## config.mk

```make
export PLATFORM = sky130hd
export DESIGN_NAME = output_periph
export DESIGN_NICKNAME = d
export VERILOG_FILES = /design/src/rtl/periph_pkg.sv /design/src/rtl/byte_mask_reg.sv /design/src/rtl/output_periph.sv
export SDC_FILE = /design/constraint.sdc
export NUM_CORES = 1
export LEC_CHECK = 0
export ABC_AREA = 1
export BUFFER_PORTS_ARGS = -buffer_cell sky130_fd_sc_hd__buf_4
export CORE_AREA = 5 5 195 197
export DETAILED_ROUTE_END_ITERATION = 10
export DIE_AREA = 0 0 200 202
export GPL_TIMING_DRIVEN = 0
export RECOVER_POWER = 100
export SYNTH_ARGS = -nofsm -noshare
export SYNTH_HDL_FRONTEND = slang
export SYNTH_SLANG_ARGS = --single-unit
```

## constraint.sdc

```tcl
create_clock -name i_clk -period 4.1 [get_ports i_clk]
set_input_delay 1.025 -clock i_clk [delete_from_list [all_inputs] [get_ports i_clk]]
set_output_delay 1.025 -clock i_clk [all_outputs]
set_load 0.01 [all_outputs]
```

## src/rtl/periph_pkg.sv

```systemverilog
// Shared constants and page encoding for the memory-mapped output peripheral.
// Decode is addr[31:16] for the window, then addr[15:12] for the page.
package periph_pkg;

  localparam logic [15:0] BASE_HI = 16'h1000;
  localparam logic [15:0] SW_HI   = 16'h1001;

  typedef enum logic [3:0] {
    PAGE_LEDR,
    PAGE_LEDG,
    PAGE_HEXL,
    PAGE_HEXH,
    PAGE_LCD
  } page_e;

  localparam logic [6:0]  HEX_BLANK     = 7'h7F;
  localparam logic [31:0] HEX_WORD_RST  = {4{1'b0, HEX_BLANK}};
  // Bit 7 of every HEX byte is not storage; it is cleared before the register sees it.
  localparam logic [31:0] HEX_WORD_MASK = 32'h7F7F_7F7F;

endpackage

```

## src/rtl/byte_mask_reg.sv

```systemverilog
// One 32-bit register with per-byte write enables and a parameterised reset value.
// Bytes whose enable is low keep their contents.
module byte_mask_reg #(
  parameter logic [31:0] RESET_VAL = 32'h0
) (
  input  logic        clk,
  input  logic        reset,
  input  logic        we,
  input  logic [3:0]  bmask,
  input  logic [31:0] wdata,
  output logic [31:0] q
);

  always_ff @(posedge clk) begin
    if (reset) begin
      q <= RESET_VAL;
    end else if (we) begin
      for (int n = 0; n < 4; n++) begin
        if (bmask[n]) q[8*n +: 8] <= wdata[8*n +: 8];
      end
    end
  end

endmodule

```

## src/rtl/output_periph.sv

```systemverilog
// Memory-mapped board I/O: LED, seven-segment and LCD registers written by stores,
// plus a synchronised switch word, all readable through a 1-cycle load port.
module output_periph #(
  parameter int          SW_SYNC_STAGES = 2,
  parameter logic [15:0] BASE_HI        = periph_pkg::BASE_HI,
  parameter logic [15:0] SW_HI          = periph_pkg::SW_HI
) (
  input  logic        i_clk,
  input  logic        i_reset,
  input  logic        i_st_en,
  input  logic        i_ld_en,
  input  logic [31:0] i_addr,
  input  logic [31:0] i_wdata,
  input  logic [3:0]  i_bmask,
  output logic [31:0] o_rdata,
  output logic        o_rvalid,
  input  logic [31:0] i_io_sw,
  output logic [31:0] o_io_ledr,
  output logic [31:0] o_io_ledg,
  output logic [6:0]  o_io_hex0,
  output logic [6:0]  o_io_hex1,
  output logic [6:0]  o_io_hex2,
  output logic [6:0]  o_io_hex3,
  output logic [6:0]  o_io_hex4,
  output logic [6:0]  o_io_hex5,
  output logic [6:0]  o_io_hex6,
  output logic [6:0]  o_io_hex7,
  output logic [31:0] o_io_lcd
);
  import periph_pkg::*;

  logic [15:0] addr_hi;
  logic [3:0]  addr_pg;
  logic        base_hit;
  logic        sw_hit;
  logic [4:0]  we;
  logic [31:0] ledr_q, ledg_q, hexl_q, hexh_q, lcd_q;
  logic [31:0] rd_mux;
  logic [31:0] sw_sync [SW_SYNC_STAGES];
  logic        addr_lo_unused;

  // addr[11:0] is deliberately ignored so each register mirrors across its page.
  assign addr_lo_unused = ^i_addr[11:0];

  assign addr_hi  = i_addr[31:16];
  assign addr_pg  = i_addr[15:12];
  assign base_hit = (addr_hi == BASE_HI);
  assign sw_hit   = (addr_hi == SW_HI) && (addr_pg == 4'h0);

  always_comb begin
    we = '0;
    if (i_st_en && base_hit) begin
      case (page_e'(addr_pg))
        PAGE_LEDR: we[0] = 1'b1;
        PAGE_LEDG: we[1] = 1'b1;
        PAGE_HEXL: we[2] = 1'b1;
        PAGE_HEXH: we[3] = 1'b1;
        PAGE_LCD:  we[4] = 1'b1;
        default:   we    = '0;
      endcase
    end
  end

  byte_mask_reg #(.RESET_VAL(32'h0)) u_ledr (
    .clk(i_clk), .reset(i_reset), .we(we[0]), .bmask(i_bmask),
    .wdata(i_wdata), .q(ledr_q)
  );

  byte_mask_reg #(.RESET_VAL(32'h0)) u_ledg (
    .clk(i_clk), .reset(i_reset), .we(we[1]), .bmask(i_bmask),
    .wdata(i_wdata), .q(ledg_q)
  );

  byte_mask_reg #(.RESET_VAL(HEX_WORD_RST)) u_hexl (
    .clk(i_clk), .reset(i_reset), .we(we[2]), .bmask(i_bmask),
    .wdata(i_wdata & HEX_WORD_MASK), .q(hexl_q)
  );

  byte_mask_reg #(.RESET_VAL(HEX_WORD_RST)) u_hexh (
    .clk(i_clk), .reset(i_reset), .we(we[3]), .bmask(i_bmask),
    .wdata(i_wdata & HEX_WORD_MASK), .q(hexh_q)
  );

  byte_mask_reg #(.RESET_VAL(32'h0)) u_lcd (
    .clk(i_clk), .reset(i_reset), .we(we[4]), .bmask(i_bmask),
    .wdata(i_wdata), .q(lcd_q)
  );

  // Switch pins are asynchronous; only the last stage is ever read.
  always_ff @(posedge i_clk) begin
    if (i_reset) begin
      for (int i = 0; i < SW_SYNC_STAGES; i++) sw_sync[i] <= '0;
    end else begin
      sw_sync[0] <= i_io_sw;
      for (int i = 1; i < SW_SYNC_STAGES; i++) sw_sync[i] <= sw_sync[i-1];
    end
  end

  // Mux reads the registers' current contents, so a same-cycle store is not visible.
  always_comb begin
    rd_mux = '0;
    if (base_hit) begin
      case (page_e'(addr_pg))
        PAGE_LEDR: rd_mux = ledr_q;
        PAGE_LEDG: rd_mux = ledg_q;
        PAGE_HEXL: rd_mux = hexl_q;
        PAGE_HEXH: rd_mux = hexh_q;
        PAGE_LCD:  rd_mux = lcd_q;
        default:   rd_mux = '0;
      endcase
    end else if (sw_hit) begin
      rd_mux = sw_sync[SW_SYNC_STAGES-1];
    end
  end

  // Load handshake: no ready, every i_ld_en accepted; o_rvalid pulses for exactly
  // the cycle after the strobe, and o_rdata holds its last value when o_rvalid is low.
  always_ff @(posedge i_clk) begin
    if (i_reset) begin
      o_rdata  <= '0;
      o_rvalid <= 1'b0;
    end else begin
      o_rvalid <= i_ld_en;
      if (i_ld_en) o_rdata <= rd_mux;
    end
  end

  assign o_io_ledr = ledr_q;
  assign o_io_ledg = ledg_q;
  assign o_io_lcd  = lcd_q;
  assign o_io_hex0 = hexl_q[6:0];
  assign o_io_hex1 = hexl_q[14:8];
  assign o_io_hex2 = hexl_q[22:16];
  assign o_io_hex3 = hexl_q[30:24];
  assign o_io_hex4 = hexh_q[6:0];
  assign o_io_hex5 = hexh_q[14:8];
  assign o_io_hex6 = hexh_q[22:16];
  assign o_io_hex7 = hexh_q[30:24];

endmodule

```

==> summary.md <==
| Metric | Value |
|---|---|
| Final core utilization | 37.2% |
| RSZ-0062 raised after global routing | no |
| I/O pin cnt | between 200 and 300 |
| Post-synth top area share | a little under half |
| Mapped Nets | around 1600 |
| Sequential fraction of the synthesis area | 46.7% |
| Leakage power | 0.00533 uW |
| Port Buf Inserts | 270 |
| Final cycle utilization of the critical path | ~78% |
| Status | finished clean |
| Place WS | roughly 860 ps |
| Final Hold Fails | 0 |
| Setup CP Type | in2reg |
| Longest Clk Path Bufs | 3 |
| Root Buffer | clkbuf_16 |
| Synth Instances | about 1500 |
| Mapped Area | around 0.011 sq mm |
| Die extent in x | 200 microns |
| Share of cells above drive strength 1 | around 9.7% |
| FP Rows | 70 |
| Antenna-violating nets left | 0 |
| Final HPWL from detailed placement | ~38 mm |
| Skew-Pair Late Insertion Delay | approximately 550 ps |
| Nets | between 1500 and 2000 |
| Max frequency | about 0.31 GHz |
| Resized Gates After CTS | 0 |
| Routability cong. | 0.945 |
| Area grow syn2layout | 25.7% |
| PD cells | 395 mW/mm^2 |
| Crit path max fanout | 10 |
| DRT Pass-1 Iters | 7 |
| Mapped Avg Cell Area | between 7 and 8 sq um |
| Max rail drop VDD | between 300 and 400 uV |
| CTS Hold Buffers Added | 0 |
| Measured slew at the worst slew-check pin | ~950 ps |
| Critical path capture point type | flip-flop |
| 1st-iter DRT viols | about 1300 |
| CTS tree | yes |
| Vias | about 12000 |
| Detailed-route DRC error count | 0 |
| Yosys warns | 0 |
| Initial antenna violation count | 2 |
| Worst setup SP type | input port |
| Reg clk slew, reported paths | 60 ps |
| Post-synthesis cell type count | 23 |
| Max cap viols | 0 |
| Hold Crit Class | reg2reg |
| Synthesized flop and latch total | 249 |
| CP arrival | about 3600 ps |
| Total gr overflow | 0 |
| DIE AREA | around 0.040 sq mm |
| Final setup TNS | 0 ps |
| Total CTS buffers | 27 |
| Area contributors post-synth | dfxtp_1, nand2_1, nand4_1, nand3_1, nor2_1 |
| Total GRT Usage | approximately a quarter |
| Setup Skew | between 10 and 15 ps |
| Post-CTS setup buffer count | 0 |
| Die Height | 202 microns |
| H-tree levels | 1 |
| Routed WL | roughly 50 mm |
| DR WL/cell | around 22 microns |
| Core box area | ~0.036 sq mm |
| Setup Viol. Count Final | 0 |
| First-pass GRT wire length | about 72 mm |
| CTS Sinks | between 200 and 250 |
| Largest net degree at the start of global routing | 15 |
| Slew HR | 36.0% |
| Vias in the first global route | 11245 |
| Vias/cell | roughly 5.3 |
| Slew Limit Fails | 0 |
| Initial Util | between 20% and 30% |
| Final WS setup | approximately 900 ps |
| Req. time, crit path | 4500 ps |
| Area leader, netlist | dfxtp_1 |
| Crit path time final | roughly 3200 ps |
==> Yosys cell counts <==
cell,n
buf_2,27
and3_1,4
a21oi_1,96
nand2_1,350
inv_2,5
nand3_1,156
buf_4,7
nand4_1,152
clkinv_1,1
nor2_1,202
nand3b_1,32
nand2_2,1
nor3_2,1
nand3_2,6
clkbuf_1,72
nor2_2,4
dfxtp_1,249
nor3_1,1
inv_1,71
buf_1,5
nor2_8,1
buf_6,7
o21ai_0,32
==> worst paths after layout <==
path	from	end	slack (ps)	cells past startpoint
min	sw_sync[0][0]	sw_sync[0][32]	400	2
min reg2reg	sw_sync[0][0]	sw_sync[0][32]	400	2
max reg2reg	u_hexl.q[26]	o_rdata[26]	2870	6
max	i_addr[19]	u_hexl.q[5]	900	10
==> final cells by class <==
type	instances	area (sq um)
tap	468	586
clock buffer	36	749
sequential	249	4980
fill	4095	22700
timing repair buffer	270	1330
multi-input combinational	1038	4810
inverter	77	289
clock inverter	14	114
antenna	3	7.51
buffer	118	543
==> logic make-up after synthesis <==
kind of cell	Yosys count	share of synthesized area, %
AND/OR/NAND/NOR	910	39.3
flip-flops	249	46.7
buffers and inverters	195	7.92
AO/OA/AOI/OAI	128	6.01
==> through the flow <==
step                      cell area [sq um]  power, uW  hold slack, ps  cells
after floorplan                       10700       2720             388   1482
after global placement                13300       2940             399   2220
after detailed placement              13300       2950             396   2220
after CTS                             14100       5320             406   2270
after global routing                  13400       5460             416   2272
final                                 13400       5300             401   2273
==> critical path, cell delays in order <==
cell     delay (ps)
buf_4           110
nor2_2          110
nand2_1         260
nor2_1          180
nand2_1         200
nor2_1          730
buf_4           320
nand3_1         390
nand2_1         190
nand3_1          80
==> state kept, by name, summed over array words and instances (netlist names) <==
register	cells
o_rdata	32
o_rvalid	1
sw_sync	64
u_hexh.q	28
u_hexl.q	28
u_lcd.q	32
u_ledg.q	32
u_ledr.q	32
==> cell usage in the layout, fill, tap and decap left out, types with 7 or more instances in the layout <==
cell type  netlist  layout
clkbuf_16        0      27
buf_6            7       7
nand3b_1        32      32
buf_2           27      20
nand3_1        156     158
clkinv_2         0       7
clkbuf_1        72     271
buf_4            7      89
inv_1           71      73
nand4_1        152     152
nand2_1        350     351
nor2_1         202     203
dfxtp_1        249     249
o21ai_0         32      32
a21oi_1         96      96
==> power by group <==
part	switching (uW)	total [uW]	leakage (uW)	internal [uW]
registers	18.3	2480	0.00203	2460
clock network	1060	2410	0.000422	1350
logic	283	403	0.00288	121
==> metal layers <==
metal / global-route usage (%) / vias to the layer above / share of wire [%]
li1: - / 5561 / -
met1: 32.2 / 5672 / 41
met2: 35.6 / 698 / 44
met3: 5.35 / 117 / 11
met4: 9.27 / 0 / 4.3
met5: 0 / - / 0
Note: power is estimated with default switching activity, not from simulation.
